## config.mk

```make
export PLATFORM = sky130hd
export DESIGN_NAME = alu_writeback
export DESIGN_NICKNAME = d
export VERILOG_FILES = /design/src/rtl/alu_writeback.sv
export SDC_FILE = /design/constraint.sdc
export NUM_CORES = 1
export LEC_CHECK = 0
export ABC_AREA = 1
export CAP_MARGIN = 20
export CORE_MARGIN = 2
export CORE_UTILIZATION = 38
export DETAILED_ROUTE_END_ITERATION = 6
export DONT_BUFFER_PORTS = 1
export SYNTH_ARGS = -nofsm -noshare
export SYNTH_HDL_FRONTEND = slang
export SYNTH_SLANG_ARGS = --single-unit
export TNS_END_PERCENT = 100
```

## constraint.sdc

```tcl
create_clock -name clk -period 3.7 [get_ports clk]
set_clock_uncertainty 0.05 [all_clocks]
set_input_delay 0.74 -clock clk [delete_from_list [all_inputs] [get_ports clk]]
set_output_delay 0.74 -clock clk [all_outputs]
set_load 0.01 [all_outputs]
```

## src/rtl/alu_writeback.sv

```systemverilog
// Writeback stage behind the 16-bit ALU: in-order result FIFO, register-file commit,
// architectural HI/LO, MFHI/MFLO service, divide-by-zero saturation and sticky error flag.
module alu_writeback #(
    parameter int DATA_W = 16,
    parameter int ADDR_W = 3,
    parameter int DEPTH  = 2
) (
    input  logic              clk,
    input  logic              rst,
    input  logic              in_valid,
    output logic              in_ready,
    input  logic [2:0]        in_op,
    input  logic [ADDR_W-1:0] in_rd,
    input  logic [DATA_W-1:0] in_out,
    input  logic [DATA_W-1:0] in_hi,
    input  logic [DATA_W-1:0] in_lo,
    input  logic              in_div0,
    input  logic              rf_ready,
    output logic              rf_we,
    output logic [ADDR_W-1:0] rf_waddr,
    output logic [DATA_W-1:0] rf_wdata,
    output logic [DATA_W-1:0] hi_q,
    output logic [DATA_W-1:0] lo_q,
    output logic              zero_flag,
    output logic              div0_err,
    input  logic              clr_err
);

    localparam int PW = $clog2(DEPTH);

    localparam logic [2:0] OP_MUL  = 3'b010;
    localparam logic [2:0] OP_DIV  = 3'b011;
    localparam logic [2:0] OP_MFHI = 3'b110;
    localparam logic [2:0] OP_MFLO = 3'b111;

    typedef struct packed {
        logic [2:0]        op;
        logic [ADDR_W-1:0] rd;
        logic [DATA_W-1:0] data;
        logic [DATA_W-1:0] hi;
        logic [DATA_W-1:0] lo;
    } entry_t;

    entry_t            mem [DEPTH];
    entry_t            in_entry;
    entry_t            head;
    logic [PW:0]       wr_ptr;
    logic [PW:0]       rd_ptr;
    logic              full;
    logic              empty;
    logic              push;
    logic              pop;
    logic              head_mul;
    logic              div0_push;
    logic [DATA_W-1:0] commit_data;

    // Same index with opposite wrap bits means every slot is occupied.
    assign full  = (wr_ptr[PW-1:0] == rd_ptr[PW-1:0]) && (wr_ptr[PW] != rd_ptr[PW]);
    assign empty = (wr_ptr == rd_ptr);

    assign in_ready  = !full;
    assign push      = in_valid && !full;
    assign head      = mem[rd_ptr[PW-1:0]];
    assign head_mul  = (head.op == OP_MUL);
    assign pop       = !empty && (head_mul || rf_ready);
    assign div0_push = push && (in_op == OP_DIV) && in_div0;

    always_comb begin
        in_entry.op   = in_op;
        in_entry.rd   = in_rd;
        in_entry.data = div0_push ? {DATA_W{1'b1}} : in_out;
        in_entry.hi   = in_hi;
        in_entry.lo   = in_lo;
    end

    // MFHI/MFLO read the architectural registers at commit time, so any older MUL
    // has already landed because commits are strictly in order.
    always_comb begin
        case (head.op)
            OP_MFHI: commit_data = hi_q;
            OP_MFLO: commit_data = lo_q;
            default: commit_data = head.data;
        endcase
    end

    always_ff @(posedge clk) begin
        if (push) mem[wr_ptr[PW-1:0]] <= in_entry;
    end

    always_ff @(posedge clk) begin
        if (rst) begin
            wr_ptr <= '0;
            rd_ptr <= '0;
        end else begin
            if (push) wr_ptr <= wr_ptr + 1'b1;
            if (pop)  rd_ptr <= rd_ptr + 1'b1;
        end
    end

    always_ff @(posedge clk) begin
        if (rst) begin
            rf_we     <= 1'b0;
            rf_waddr  <= '0;
            rf_wdata  <= '0;
            hi_q      <= '0;
            lo_q      <= '0;
            zero_flag <= 1'b0;
        end else begin
            rf_we <= pop && !head_mul;
            if (pop) begin
                if (head_mul) begin
                    hi_q      <= head.hi;
                    lo_q      <= head.lo;
                    zero_flag <= ({head.hi, head.lo} == '0);
                end else begin
                    rf_waddr  <= head.rd;
                    rf_wdata  <= commit_data;
                    zero_flag <= (commit_data == '0);
                end
            end
        end
    end

    always_ff @(posedge clk) begin
        if (rst)            div0_err <= 1'b0;
        else if (div0_push) div0_err <= 1'b1;
        else if (clr_err)   div0_err <= 1'b0;
    end

endmodule

```

==> flow_summary.ini <==
[power]
p_sw_uw = 1650
intPower_uw = 3690
p_leak_uw = 0.00288
sw_frac_of_total_pct = 30.9
ir_worst_vdd_uv = 417
power.density_mw_per_mm2 = 707
clkPwrFrac_pct = 37.2
combPwrFrac_pct = 17.3
power_uw = 5340
sequentialPowerShare_pct = 45.5

[timing]
finalHoldViolCount = 0
rsz0062_at_grt = false
worst_pin_slew_ps = 745
slew_headroom_pct = 50.2
fin_crit_sh_pct = 80.6
clock.fmax_ghz = 0.335
hold_ws_ps = 332
tns_ps = 0
setup_viol = 0
slew_violations = 0
min_period_ps = 2980

[routing]
drt_iter0_drc = 401
dr.pass1.iters = 6
detail-route-antenna-nets = 0
viasPerCell = 5.18
wl_per_cell_microns = 19.0
vias = 4613
drc = 0
wl_microns = 16900

[global_routing]
gr-total-overflow = 0
grt_pass1_vias = 4507
grt_pass1_wl_microns = 25300
gr-usage-all-layers_pct = 18.5
grt_max_degree = 46
antenna_found_initial = 0

[final_layout]
syn2layout_area_growth_pct = 12.0
antenna_cells = 0
nFillCells = 1609
nNetsFinal = 712
seqCellArea_sq_mm = 0.00443
multiInputGateArea_sq_mm = 0.00197
drive_gt1_share_pct = 9.02
finish.instance_area_sq_mm = 0.00756

[floorplanning]
core_sq_mm = 0.0174
num_rows = 48
start_util_pct = 38.9
die_area_sq_mm = 0.0188
die_h_microns = 137
die_w_microns = 137
ios = 115

[cts]
insertion_delay_ps = 430
cts_made_buffers = 17
htreeDepth = 4
cts_sinks = 167
cts-root-buf = clkbuf_16
path_clk_slew_ps = 70
ctsResizeCount = 0
cts_hold_buf = 0
clock_path_buffers = 2
postCtsSetupBuffers = 0
cts_tree = done

[critical_path]
worst-setup-path-type = flop to flop
setup.worst_path.start_class = flop
rrSetupSlack_ps = 720
crit_fanout = 45
crit_required_ps = 4010
crit_arrival_ps = 3290
end_kind = flop

[yosys]
synth_top_cell_area_share_pct = 48.1
synth_compound_area_share_pct = 8.18
ys_ff_latch = 167
yosys.area_share.simple_pct = 19.9
synth_xor_area_share_pct = 0.130
yosysSeqAreaShare_pct = 65.6
synthesis.nets = 721
syn_area_sq_mm = 0.00675
syn-instance-count = 661
yosysWarningCount = 0
synthAdderAreaFrac_pct = 0
synth_top_cell_by_area = edfxtp_1
synth_top_family_by_area = simple AND/OR/NAND/NOR gates
synth_cell_types = 31
syn_area_per_cell_sq_um = 10.2
ys_top_cells_by_area = edfxtp_1 48%, dfxtp_1 18%, nand2_1 11%
synth_mux_area_share_pct = 0.890

[placement]
gp_congestion = 0.919
io_buffers = 0
dpl-instance-area_sq_mm = 0.00689
dp_hpwl_microns = 12100

[status]
status = complete, no violations

[min_path]
min_path_type = input pin to flop

[run]
cap_violations = 0
==> cells in the mapped netlist <==
cell        n
a21boi_0    1
a21oi_1    37
a311oi_1   13
a31oi_1     3
buf_1       2
buf_2      11
buf_4       1
buf_6       7
clkbuf_1   12
dfxtp_1    59
edfxtp_1  108
inv_1      39
inv_2       2
inv_4       2
mux2i_1     6
nand2_1   190
nand2_2     3
nand2_4     5
nand3_1    36
nand4_1     9
nand4_4     1
nor2_1     59
nor2_2      1
nor2_4      1
nor3_1      5
o211ai_1    5
o21ai_0    29
o21ai_1     7
o21ai_2     1
or2_2       5
xnor2_1     1
==> sequential cells by signal, summed over array words and instances (netlist names), named ones only <==
register	flops
lo_q	16
rf_we	1
zero_flag	1
hi_q	16
div0_err	1
rf_wdata	16
rd_ptr	2
wr_ptr	2
mem	108
rf_waddr	3
==> layout by cell type, fill, tap and decap left out, types with 3 or more instances in the layout <==
cell / count
a21oi_1: 37
a311oi_1: 13
a31oi_1: 3
buf_4: 4
bufinv_16: 5
clkbuf_16: 17
dfxtp_1: 58
edfxtp_1: 108
inv_1: 38
inv_2: 3
inv_6: 5
mux2i_1: 6
nand2_1: 190
nand2_2: 3
nand2_4: 5
nand3_1: 36
nand4_1: 9
nor2_1: 58
nor3_1: 5
o211ai_1: 5
o21ai_0: 29
o21ai_1: 7
or2_2: 5
==> cells by family after synthesis <==
logic type,count (synthesis)
compound gates,96
flops,167
xor+xnor,1
simple gates,315
mux,6
buf+inv,76
==> through the flow <==
step,utilization (%),cells,setup slack [ps]
6_report,43.5,890,718
3_5_place_dp,39.7,858,748
5_1_grt,43.5,890,417
2_1_floorplan,-,661,115
3_3_place_gp,39.7,858,847
4_1_cts,43.5,890,732
==> worst paths after layout <==
check	from	to	cells after the start
worst max-delay path	flop	zero_flag$_SDFFE_PP0P_	10
worst min-delay path	rst	zero_flag$_SDFFE_PP0P_	1
worst max register to register	flop	zero_flag$_SDFFE_PP0P_	10
worst min register to register	wr_ptr[1]$_SDFFE_PP0P_	wr_ptr[1]$_SDFFE_PP0P_	2
==> final cells by class <==
| cell class | instances | area share, % |
|---|---|---|
| inverter | 43 | 2.20 |
| clock inverter | 14 | 3.10 |
| timing repair buffer | 5 | 0.662 |
| clock buffer | 18 | 5.68 |
| tap | 225 | 3.73 |
| multi-input combinational | 418 | 26.1 |
| sequential | 167 | 58.6 |
==> critical path, stage by stage (launching register included) <==
cell	delay (ps)
dfxtp_2	720
inv_4	350
nand2_4	190
nand4_4	130
inv_4	360
nand2_1	530
nor2_1	220
nand3_1	110
nand2_1	70
inv_1	40
a21oi_1	120
==> layer usage <==
layer	vias up	wire (microns)	track usage [%]
li1	2227	-	-
met3	25	2090	9.49
met5	-	0	0
met2	218	7820	29.3
met1	2143	6780	22.3
met4	0	198	4.87
==> power by group through the flow <==
stage / registers (uW) / logic, uW / clock network (uW)
6_report: 2430 / 924 / 1990
5_1_grt: 2460 / 1040 / 2100
4_1_cts: 2430 / 922 / 2010
3_5_place_dp: 2470 / 913 / 0
3_3_place_gp: 2470 / 890 / 0
2_1_floorplan: 2390 / 757 / 0
(Power assumes the default switching activity.)
